File: config.mk
export PLATFORM = sky130hd
export DESIGN_NAME = vrf_addr_sequencer
export DESIGN_NICKNAME = d
export VERILOG_FILES = /design/src/rtl/vrf_addr_sequencer.sv
export SDC_FILE = /design/constraint.sdc
export NUM_CORES = 1
export LEC_CHECK = 0
export CAP_MARGIN = 20
export CELL_PAD_IN_SITES_DETAIL_PLACEMENT = 1
export CELL_PAD_IN_SITES_GLOBAL_PLACEMENT = 2
export CORE_ASPECT_RATIO = 1.75
export CORE_MARGIN = 10
export CORE_UTILIZATION = 26
export CTS_BUF_LIST = sky130_fd_sc_hd__clkbuf_4
export DETAILED_ROUTE_END_ITERATION = 8
export HOLD_SLACK_MARGIN = 0.05
export PLACE_DENSITY_LB_ADDON = 0.1
export SLEW_MARGIN = 20
export SYNTH_ARGS = -nofsm -noshare
export SYNTH_HDL_FRONTEND = slang
export SYNTH_SLANG_ARGS = --single-unit
File: constraint.sdc
create_clock -name clk_i -period 2.4 [get_ports clk_i]
set_clock_uncertainty 0.2 [all_clocks]
set_input_delay 0.36 -clock clk_i [delete_from_list [all_inputs] [get_ports clk_i]]
set_output_delay 0.36 -clock clk_i [all_outputs]
set_load 0.03 [all_outputs]
File: src/rtl/vrf_addr_sequencer.sv
`default_nettype none
// ============================================================================
//  Module      : vrf_addr_sequencer
//  Description : Per-lane sequencer for one address_counter. It accepts a
//                vector-register access command, loads the counter, steps it
//                element by element, flags the last element and reports
//                completion (error-qualified for illegal element widths).
//                Optional build macro VRF_ADDR_SEQ_STALL_EN: honour the
//                downstream ready_i backpressure. When undefined, ready_i is
//                ignored and every RUN cycle advances one element.
//  Revision    : 1.0 - initial release
// ============================================================================
module vrf_addr_sequencer #(
    parameter int MEM_DEPTH         = 512,
    parameter int VREG_LOC_PER_LANE = 8,
    parameter int VLANE_NUM         = 8,
    localparam int AW               = $clog2(MEM_DEPTH),
    localparam int CW               = $clog2(VREG_LOC_PER_LANE*4) + 1
) (
    input  logic          clk_i,
    input  logic          rst_i,
    input  logic          start_i,
    input  logic [1:0]    sew_i,
    input  logic          dir_i,
    input  logic [CW-1:0] elem_cnt_i,
    input  logic [AW-1:0] slide_offset_i,
    input  logic          abort_i,
    input  logic          ready_i,
    output logic          ready_o,
    output logic          load_o,
    output logic          rst_cnt_o,
    output logic          en_o,
    output logic          secondary_en_o,
    output logic          up_down_o,
    output logic [1:0]    element_width_o,
    output logic [AW-1:0] slide_offset_o,
    output logic          valid_o,
    output logic          last_o,
    output logic          done_o,
    output logic          error_o
);

    typedef enum logic [1:0] {
        ST_IDLE = 2'd0,
        ST_LOAD = 2'd1,
        ST_RUN  = 2'd2,
        ST_DONE = 2'd3
    } state_t;

    // Lane count is informational only; reject nonsensical configurations.
    generate
        if (VLANE_NUM < 1) begin : g_lane_chk
            $error("VLANE_NUM must be at least 1");
        end
    endgenerate

    state_t        state_q, state_d;
    logic [CW-1:0] rem_q, rem_d;
    logic [1:0]    sew_q, sew_d;
    logic          dir_q, dir_d;
    logic [AW-1:0] offset_q, offset_d;
    logic          err_q, err_d;

    logic [CW-1:0] w_limit;
    logic [CW-1:0] w_clamped;
    logic          w_hs;

    // Per-width element limit; the illegal width gets 0 so nothing is counted.
    always_comb begin
        w_limit = '0;
        case (sew_i)
            2'b00:   w_limit = CW'(VREG_LOC_PER_LANE*4);
            2'b01:   w_limit = CW'(VREG_LOC_PER_LANE*2);
            2'b10:   w_limit = CW'(VREG_LOC_PER_LANE);
            default: w_limit = '0;
        endcase
        w_clamped = (elem_cnt_i < w_limit) ? elem_cnt_i : w_limit;
    end

`ifdef VRF_ADDR_SEQ_STALL_EN
    assign w_hs           = ready_i;
    assign secondary_en_o = (state_q == ST_RUN) && ready_i;
`else
    // Without backpressure every RUN cycle is an element transfer.
    logic w_unused_ready;
    assign w_unused_ready = ready_i;
    assign w_hs           = 1'b1;
    assign secondary_en_o = 1'b1;
`endif

    // State and command registers.
    always_ff @(posedge clk_i) begin
        if (!rst_i) begin
            state_q  <= ST_IDLE;
            rem_q    <= '0;
            sew_q    <= '0;
            dir_q    <= 1'b0;
            offset_q <= '0;
            err_q    <= 1'b0;
        end else begin
            state_q  <= state_d;
            rem_q    <= rem_d;
            sew_q    <= sew_d;
            dir_q    <= dir_d;
            offset_q <= offset_d;
            err_q    <= err_d;
        end
    end

    // Next-state logic; abort overrides everything, including a new command.
    always_comb begin
        state_d  = state_q;
        rem_d    = rem_q;
        sew_d    = sew_q;
        dir_d    = dir_q;
        offset_d = offset_q;
        err_d    = err_q;
        if (abort_i) begin
            state_d = ST_IDLE;
        end else begin
            case (state_q)
                ST_IDLE: begin
                    if (start_i) begin
                        sew_d    = sew_i;
                        dir_d    = dir_i;
                        offset_d = slide_offset_i;
                        rem_d    = w_clamped;
                        err_d    = (sew_i == 2'b11);
                        if (sew_i == 2'b11 || w_clamped == '0) begin
                            state_d = ST_DONE;
                        end else begin
                            state_d = ST_LOAD;
                        end
                    end
                end
                ST_LOAD: state_d = ST_RUN;
                ST_RUN: begin
                    // rem is at least 1 in RUN, so this never underflows.
                    if (w_hs) begin
                        rem_d = rem_q - CW'(1);
                        if (rem_q == CW'(1)) begin
                            state_d = ST_DONE;
                        end
                    end
                end
                ST_DONE: state_d = ST_IDLE;
                default: state_d = ST_IDLE;
            endcase
        end
    end

    // Moore control outputs with the combinational abort overrides.
    always_comb begin
        ready_o   = (state_q == ST_IDLE);
        load_o    = (state_q == ST_LOAD) && !abort_i;
        rst_cnt_o = (state_q == ST_LOAD) || abort_i;
        en_o      = (state_q == ST_RUN) && !abort_i;
        valid_o   = (state_q == ST_RUN) && !abort_i;
        last_o    = (state_q == ST_RUN) && (rem_q == CW'(1));
        done_o    = (state_q == ST_DONE);
        error_o   = (state_q == ST_DONE) && err_q;
    end

    assign up_down_o       = dir_q;
    assign element_width_o = sew_q;
    assign slide_offset_o  = offset_q;

endmodule
`default_nettype wire

==> results.md, run 1 <==
* Status: completed
* CP max stage delay at 0.47 ns
* Met1 usage at 0.0962
* Synth area leader: dfxtp_1
* Mapped Nets at 188
* Flops & latches, synth at 21
* WL final at 4180 um
* Top-Level Pins at 44
* Slowest stage cell, crit path: clkdlybuf4s50_1
* RSZ-0062 raised after global routing: false
* Initial core utilization at 0.271
* Most instantiated cells after synthesis: nand2_1 (28), dfxtp_1 (21), a21boi_0 (9), inv_1 (9)
* GRT overflow at 0
* P&R area growth vs syn at 46.8%
* Final setup violation count at 0
* Slew Limit Fails at 0
* R2r startpoint: state_q[0]
* Synth cell types at 48
* Global-route wire length before repair at 6790 um
* RePlAce Congestion at 0.742
* CTS Hold Buffers Added at 0
* Share of layout cells above drive strength 1 at 0.166
* GRT Overall Usage at 0.102
* CP startpoint: sew_i[0]
* Buffers from clock root to sink, at most at 2
* Detail-routed net length per standard cell at 15.9 um
* Top post-synthesis cells by area: dfxtp_1 (33%), nand2_1 (8.2%), ha_1 (7.9%), a21boi_0 (5.3%), o21ai_0 (3.1%)
* Num rows at 33
* Dominant synthesized flop cell: dfxtp_1
* Fillers at 598
* Share of the synthesized area in the top cell type at 0.330
* Die Y-Extent at 113 um
* Initial drt markers at 38
* Via density at 5.03
* Vias in the first global route at 1406
* Full die area at 8220 um2
* Post-synthesis sequential area ratio at 0.330
* Worst min path class: register to register
* Min cycle time layout at 2.31 ns
* Post-synth EDFFs at 0
* Cell Pwr Density at 459 nW/um2
* HPWL after DPL at 3500 um
* Via Count at 1324
* Remaining antenna violation count at 0
* Worst Path Arrival at 2.35 ns
* Worst-skew pair later-pin latency at 0.31 ns
* Setup crit start kind: primary input
* Die Wd at 72.9 um
* Clock Sinks at 21
* Cell with the most instances after synthesis: nand2_1
* Synth Area per Inst at 8.12 um2
* M3 GR Usage at 0.0247
* Netlist Area Pre-Place at 1270 um2
* TritonRoute pass-1 iters at 4
* Largest net degree at the start of global routing at 19
* Worst EP required at 2.44 ns
* FFs w/ async S/R, synth at 0
* H-tree levels at 1
* Yosys warning count at 0
* CP Capture Type: register
* Multi-input gate area at 787 um2
* Max-cap violation count at 0
* Total Power at 859 uW
* Period utilisation layout at 0.964
* Port Buf Inserts at 41
* Cell chain of the critical path: clkdlybuf4s50_1, or2_4, ha_4, a21oi_2, mux2_2, a211o_1, a21boi_1
* CP Class: primary input to register
* Antenna cell count at 0
* Hold Violations, Final at 0
* CTS tree: yes
* DRC Markers at 0
* Cells after DPL at 254
* Sequential cell area at 420 um2
* Peak Freq at 0.432 GHz
* CTS Buf Count at 3
* Core area at 4710 um2
* Worst hold start: slide_offset_o[3]
* Peak supply drop at 0.337 mV
* Finished Layout Cells at 263
* Mapped Cells at 157
* Nets at 243
* Met2 Usage GRT at 0.199
* Gr busiest metal: met2
* Root Buffer: clkbuf_4
* Initial antenna violation count at 0
* Leak Pwr at 0.000720 uW
* Worst-path clk slew at 0.12 ns
* Crit-path max FO at 4
[sequential cells by signal (all words and copies together), names as in the netlist]
signal / count
rem_q: 6
state_q: 2
slide_offset_o: 9
element_width_o: 2
up_down_o: 1
err_q: 1
[cell type report]
type,count,share of cell area
Tap cell,52,0.0348
Clock inverter,1,0.00267
Timing Repair Buffer,59,0.285
Multi-Input combinational cell,118,0.420
Inverter,9,0.0201
Clock buffer,3,0.0120
Sequential cell,21,0.225
[final timing paths]
path / endpoint / cells after the start / slack [ns]
hold / removal: slide_offset_o[3] / 2 / 0.26
setup / recovery: rem_q[5] / 7 / 0.09
setup reg to reg: rem_q[4] / 6 / 0.36
hold reg to reg: slide_offset_o[3] / 2 / 0.26
[power breakdown]
part | internal, uW | total (uW) | switching [uW]
Sequential | 369 | 386 | 16.6
Combinational | 147 | 302 | 156
Clock | 62.2 | 171 | 109
[cell usage in the layout (no fill, tap or decap), types with 3 or more instances in the layout]
cell / netlist / final
dlygate4sd2_1: 0 / 3
inv_1: 9 / 8
a21boi_0: 9 / 9
and2_1: 3 / 3
buf_4: 2 / 21
a21oi_1: 7 / 7
ha_1: 8 / 7
nand2_1: 28 / 28
a32o_1: 3 / 3
clkdlybuf4s50_1: 0 / 35
nor2_1: 6 / 6
clkbuf_4: 0 / 3
nor2b_1: 4 / 4
o21ai_0: 8 / 8
a21boi_1: 4 / 4
dfxtp_1: 21 / 21
[logic make-up (layout without fill, tap and decap cells)]
group,count (synthesis),in the layout,synth area share
fa+ha+maj,8,8,0.0785
other cells,1,1,0.00294
buf+inv,18,72,0.0628
mux,3,3,0.0245
flops,21,21,0.330
compound gates,47,47,0.270
simple gates,59,59,0.232
[critical path, delay by kind of cell]
| kind | cells | cell delay (ns) |
|---|---|---|
| AO/OA/AOI/OAI | 3 | 0.66 |
| adder cells (fa/ha/maj) | 1 | 0.23 |
| buffers and inverters | 1 | 0.47 |
| multiplexers | 1 | 0.36 |
| AND/OR/NAND/NOR | 1 | 0.27 |
[what timing repair did]
item,in CTS,in global routing
resized for setup,5,0
pin swaps,1,0
buffers inserted,0,5
endpoints found under the setup margin,6,2
[metal layers]
| layer | vias up | wire length [um] |
|---|---|---|
| li1 | 659 | - |
| met1 | 634 | 1550 |
| met2 | 27 | 2390 |
| met3 | 4 | 201 |
| met4 | 0 | 40 |
| met5 | - | 0 |
[through the flow]
| step | hold slack, ns | TNS, ns | instance area [um2] | setup slack (ns) | util |
|---|---|---|---|---|---|
| finish | 0.263 | 0 | 1870 | 0.0874 | 0.398 |
| global route | 0.296 | 0 | 1870 | 0.00571 | 0.398 |
| CTS | 0.272 | 0 | 1830 | 0.0414 | 0.390 |
| detailed placement | 0.253 | -1.62 | 1790 | -0.340 | 0.381 |
| global placement | 0.241 | -1.12 | 1790 | -0.238 | 0.381 |
| floorplan | 0.259 | 0 | 1270 | 0.203 | - |
Note: power is estimated with default switching activity, not from simulation.
==> run 2: changes to the inputs <==
==> constraint.sdc (replaced) <==
create_clock -name clk_i -period 2.4 [get_ports clk_i]
set_clock_uncertainty 0.2 [all_clocks]
set_input_delay 0.6 -clock clk_i [delete_from_list [all_inputs] [get_ports clk_i]]
set_output_delay 0.6 -clock clk_i [all_outputs]
set_load 0.03 [all_outputs]
==> results.md, run 2 (synthesis gave the netlist of run 1 again) <==
* Status: completed (unchanged)
* RSZ-0062 raised after global routing: true (was false)
* Cell chain of the critical path: dlygate4sd2_1, or2_4, ha_4, nand2_1, o21a_1, buf_4, a2111oi_2, o221a_1 (was clkdlybuf4s50_1, or2_4, ha_4, a21oi_2, mux2_2, a211o_1, a21boi_1)
* Fillers at 586 (was 598)
* Num rows at 33 (unchanged)
* Switching power at 292 uW (was 281 uW)
* Clock Sinks at 21 (unchanged)
* Int Pwr at 580 uW (was 578 uW)
* Peak supply drop at 0.216 mV (was 0.337 mV)
* Worst hold start: slide_offset_o[4] (was slide_offset_o[3])
* Via density at 5.06 (was 5.03)
* Initial drt markers at 24 (was 38)
* Cell Pwr Density at 463 nW/um2 (was 459 nW/um2)
* Worst-skew pair later-pin latency at 0.31 ns (about the same)
* Worst min path class: register to register (unchanged)
* Initial core utilization at 0.271 (unchanged)
* Detail-routed net length per standard cell at 16.1 um (was 15.9 um)
* Clock Power Share at 0.204 (was 0.199)
* Cells after DPL at 259 (was 254)
* GRT overflow at 0 (unchanged)
* Final setup violation count at 0 (unchanged)
* Crit-path max FO at 4 (unchanged)
* R2r startpoint: state_q[0] (unchanged)
* Sequential share of power at 0.443 (was 0.449)
* Antenna cell count at 0 (unchanged)
* Post-CTS setup buffers at 0 (unchanged)
* CP Capture Type: register (unchanged)
* Sw Ratio at 0.335 (was 0.327)
* Port Buf Inserts at 41 (unchanged)
* Via Count at 1332 (was 1324)
* DRC Markers at 0 (unchanged)
* Hold depth at 2 (unchanged)
* Capturing point of the worst reg2reg path: rem_q[5] (was rem_q[4])
* Finished Layout Cells at 263 (unchanged)
* Die Y-Extent at 113 um (unchanged)
* Root Buffer: clkbuf_4 (unchanged)
* Worst EP required at 2.46 ns (was 2.44 ns)
* Worst-case reg-to-reg path depth at 8 (was 6)
* Full die area at 8220 um2 (unchanged)
* Leak Pwr at 0.000739 uW (was 0.000720 uW)
* RePlAce Congestion at 0.779 (was 0.742)
* Core area at 4710 um2 (unchanged)
* Sequential cell area at 420 um2 (unchanged)
* Initial antenna violation count at 0 (unchanged)
* Period utilisation layout at 0.969 (was 0.964)
* Setup crit start kind: primary input (unchanged)
* TritonRoute pass-1 iters at 4 (unchanged)
* Largest net degree at the start of global routing at 13 (was 19)
* Global-route wire length before repair at 7260 um (was 6790 um)
* Most frequent cells in the layout: clkdlybuf4s50_1 (31), nand2_1 (28), buf_4 (22) (was clkdlybuf4s50_1 (35), nand2_1 (28), dfxtp_1 (21), buf_4 (21), a21boi_0 (9))
* Vias in the first global route at 1510 (was 1406)
* Most common cell after layout, fill and taps aside: clkdlybuf4s50_1 (unchanged)
* Nets at 243 (unchanged)
* CTS Buf Count at 3 (unchanged)
* Multi-input gate area at 813 um2 (was 787 um2)
* HPWL after DPL at 3630 um (was 3500 um)
* Final design utilization at 0.400 (was 0.398)
* Max reg flops at 9 (unchanged)
* WL final at 4240 um (was 4180 um)
* Worst Path Arrival at 2.39 ns (was 2.35 ns)
* P&R area growth vs syn at 47.8% (was 46.8%)
* Top-Level Pins at 44 (unchanged)
* CTS Hold Buffers Added at 0 (unchanged)
* Total Negative Setup Slacks at 0 ns (unchanged)
* Hold Violations, Final at 0 (unchanged)
* Die Wd at 72.9 um (unchanged)
* Share of layout cells above drive strength 1 at 0.180 (was 0.166)
* CTS tree: yes (unchanged)
* Buffers from clock root to sink, at most at 2 (unchanged)
* Worst-path clk slew at 0.13 ns (was 0.12 ns)
* Min cycle time layout at 2.33 ns (was 2.31 ns)
* Hold slack at 0.272 ns (was 0.263 ns)
* Comb pwr share at 0.353 (was 0.352)
* Slowest stage cell, crit path: ha_4 (was clkdlybuf4s50_1)
* Peak Freq at 0.430 GHz (was 0.432 GHz)
* CP max stage delay at 0.30 ns (was 0.47 ns)
* H-tree levels at 1 (unchanged)
* CP Class: primary input to register (unchanged)
* Remaining antenna violation count at 0 (unchanged)
* Hold EP: slide_offset_o[4] (was slide_offset_o[3])
* Slew Limit Fails at 0 (unchanged)
* GRT Overall Usage at 0.108 (was 0.102)
* Max-cap violation count at 0 (unchanged)
* R2R Setup Slk at 0.38 ns (was 0.36 ns)
run 2: worst max path at each step:
stage	startpoint	endpoint	slack, ns	cells past startpoint
finish	sew_i[1]	state_q[1]	0.07	8
global route	elem_cnt_i[4]	rem_q[4]	-0.02	6
CTS	abort_i	rst_cnt_o	0.009	3
detailed placement	sew_i[1]	rem_q[5]	-0.61	7
global placement	sew_i[1]	rem_q[5]	-0.50	7
floorplan	sew_i[1]	rem_q[5]	0.04	6
run 2: critical path: cells and delay by family:
family | cells | cell delay, ns
compound gates | 3 | 0.75
fa+ha+maj | 1 | 0.30
buf+inv | 2 | 0.42
simple gates | 2 | 0.32
run 2: stage by stage:
stage	worst slack [ns]	total power, uW	instance area, um2
floorplan	0.0436	557	1280
global placement	-0.502	687	1830
detailed placement	-0.608	699	1830
CTS	0.00909	885	1880
global route	-0.0179	933	1880
finish	0.0739	872	1880
run 2: power groups by stage:
stage | Clock (uW) | Combinational, uW | Sequential, uW
after floorplan | 0 | 146 | 411
after CTS | 188 | 312 | 385
final | 178 | 308 | 386
after detailed placement | 0 | 306 | 393
after global placement | 0 | 296 | 391
after global routing | 204 | 339 | 390
run 2: area by class of cell:
class	count	share of cell area
tap	52	0.0345
timing repair buffer	59	0.278
inverter	9	0.0179
clock inverter	1	0.00266
sequential	21	0.223
multi-input combinational	118	0.432
clock buffer	3	0.0120
run 2: metal layers:
| layer | up-vias | part of all wire | GRT usage |
|---|---|---|---|
| li1 | 659 | - | - |
| met1 | 640 | 0.34 | 0.100 |
| met2 | 29 | 0.58 | 0.210 |
| met3 | 4 | 0.063 | 0.0317 |
| met4 | 0 | 0.0094 | 0.0344 |
| met5 | - | 0 | 0 |
run 2: what timing repair did:
| item | 4_1_cts | 5_1_grt |
|---|---|---|
| endpoints found under the setup margin | 13 | 5 |
| gates resized for setup | 13 | 3 |
| pin swaps | 2 | 0 |
==> run 3: changes to the inputs <==
Settings changed: SETUP_SLACK_MARGIN set to 0.15.
==> results.md, run 3 (synthesis gave the netlist of run 1 again) <==
* CP startpoint: sew_i[1] (unchanged)
* Worst Path Arrival at 2.23 ns (was 2.39 ns)
* Peak supply drop at 0.234 mV (was 0.216 mV)
* Top-Level Pins at 44 (unchanged)
* Min cycle time layout at 2.22 ns (was 2.33 ns)
* Max-cap violation count at 0 (unchanged)
* Clock Sinks at 21 (unchanged)
* Num rows at 33 (unchanged)
* Nets at 248 (was 243)
* CTS Hold Buffers Added at 0 (unchanged)
* Cell chain of the critical path: clkdlybuf4s15_2, or2_4, ha_4, nand2_2, o21a_2, buf_6, a32o_1, a32o_1 (was dlygate4sd2_1, or2_4, ha_4, nand2_1, o21a_1, buf_4, a2111oi_2, o221a_1)
* RSZ-0062 raised after global routing: true (unchanged)
* Setup crit start kind: primary input (unchanged)
* CTS Buf Count at 3 (unchanged)
* Most frequent cells in the layout: clkdlybuf4s50_1 (28), nand2_1 (27), buf_4 (25) (was clkdlybuf4s50_1 (31), nand2_1 (28), buf_4 (22))
* Cell Pwr Density at 460 nW/um2 (was 463 nW/um2)
* Initial drt markers at 41 (was 24)
* Finished Layout Cells at 268 (was 263)
* Cells after DPL at 259 (unchanged)
* Peak Freq at 0.450 GHz (was 0.430 GHz)
* Global-route wire length before repair at 7270 um (was 7260 um)
* CTS tree: yes (unchanged)
* Hold Violations, Final at 0 (unchanged)
* Final design utilization at 0.419 (was 0.400)
* TritonRoute pass-1 iters at 4 (unchanged)
* Vias in the first global route at 1503 (was 1510)
* Highest Signal Layer: met4 (unchanged)
* Root Buffer: clkbuf_4 (unchanged)
* Initial core utilization at 0.271 (unchanged)
* CP max stage delay at 0.31 ns (was 0.30 ns)
* Core area at 4710 um2 (unchanged)
* Worst-path clk slew at 0.12 ns (was 0.13 ns)
* M1 WL at 1600 um (was 1460 um)
* Largest net degree at the start of global routing at 13 (unchanged)
* Most used cell, CP: a32o_1
* Via Count at 1341 (was 1332)
* WL final at 4440 um (was 4240 um)
* Antenna cell count at 0 (unchanged)
* Met2 wire len at 2510 um (was 2480 um)
* Met3 WL post-DR at 234 um (was 268 um)
* Total Negative Setup Slacks at 0 ns (unchanged)
* Delay-heaviest family, CP: compound AO/OA/AOI/OAI gates (unchanged)
* Buffers from clock root to sink, at most at 2 (unchanged)
* Die Wd at 72.9 um (unchanged)
* Initial antenna violation count at 0 (unchanged)
* GRT Overall Usage at 0.109 (was 0.108)
* Port Buf Inserts at 41 (unchanged)
* Worst min path class: register to register (unchanged)
* Share of layout cells above drive strength 1 at 0.241 (was 0.180)
* Remaining antenna violation count at 0 (unchanged)
* Critical path buffer and inverter count at 2 (unchanged)
* HPWL after DPL at 3730 um (was 3630 um)
* Status: completed (unchanged)
* Detail-routed net length per standard cell at 16.6 um (was 16.1 um)
* Max reg flops at 9 (unchanged)
* Most common cell after layout, fill and taps aside: clkdlybuf4s50_1 (unchanged)
* Worst EP required at 2.41 ns (was 2.46 ns)
* GRT overflow at 0 (unchanged)
* Worst-skew pair later-pin latency at 0.30 ns (was 0.31 ns)
* Slew Limit Fails at 0 (unchanged)
* Leak Pwr at 0.000775 uW (was 0.000739 uW)
* Crit-path max FO at 4 (unchanged)
* CP Capture Type: register (unchanged)
* Period utilisation layout at 0.925 (was 0.969)
* P&R area growth vs syn at 54.6% (was 47.8%)
* Via density at 5.00 (was 5.06)
* Die Y-Extent at 113 um (unchanged)
* CP Class: primary input to register (unchanged)
* Final setup violation count at 0 (unchanged)
* Full die area at 8220 um2 (unchanged)
* Slowest stage cell, crit path: ha_4 (unchanged)
* Worst hold start: element_width_o[0] (was slide_offset_o[4])
* RePlAce Congestion at 0.789 (was 0.779)
* DRC Markers at 0 (unchanged)
* R2r startpoint: state_q[0] (unchanged)
* H-tree levels at 1 (unchanged)
==> run 3: changes by cell type in the layout (fill, tap and decap cells not counted), moves of 2 or more <==
cell	change
dlygate4sd2_1	-2
buf_6	+2
clkdlybuf4s50_1	-3
ha_4	+2
buf_4	+3
buf_2	+2
==> run 3: worst register-to-register path, stage by stage (launching register included) <==
cell and delay [ns]:
dfxtp_2 0.36, inv_1 0.11, ha_1 0.18, buf_4 0.15
mux2i_1 0.30, or2_0 0.20, buf_4 0.14, nor2_1 0.04
nor4b_1 0.28
==> run 3: cell type report <==
type                       instances  area (um2)
tap                               52        65.1
sequential                        21         422
clock buffer                       4        30.0
inverter                           9        33.8
fill                             585        2740
timing repair buffer              64         566
multi-input combinational        118         855
==> run 3: through the flow <==
step / total power (uW) / instance area (um2) / hold slack, ns / worst slack, ns
global route: 971 / 1970 / 0.298 / 0.144
finish: 907 / 1970 / 0.268 / 0.179
CTS: 915 / 1930 / 0.273 / 0.0136
global placement: 701 / 1860 / 0.240 / -0.401
floorplan: 565 / 1310 / 0.259 / 0.173
detailed placement: 712 / 1860 / 0.255 / -0.501
==> run 3: power breakdown <==
part | internal (uW) | leakage [uW] | switching [uW] | total, uW
Sequential | 369 | 0.000172 | 15.5 | 385
Clock | 76.0 | 0.0000184 | 113 | 189
Combinational | 163 | 0.000585 | 170 | 333
Total | 608 | 0.000775 | 299 | 907
==> run 3: worst paths after layout <==
kind,endpoint,slack [ns],cells after the start
worst max-delay path,rem_q[2],0.18,8
worst min-delay path,element_width_o[0],0.27,2
worst min register to register,element_width_o[0],0.27,2
worst max register to register,rem_q[4],0.37,8
==> run 3: what timing repair did <==
action	CTS	global route
setup buffers	0	5
gates resized for setup	24	11
pin swaps	8	4
endpoints found under the hold margin	0	0
endpoints found under the setup margin	15	12
==> run 3: layer usage <==
metal | up-vias | GRT usage
met3 | 6 | 0.0291
met5 | - | 0
met1 | 635 | 0.101
li1 | 669 | -
met4 | 0 | 0.0471
met2 | 31 | 0.210
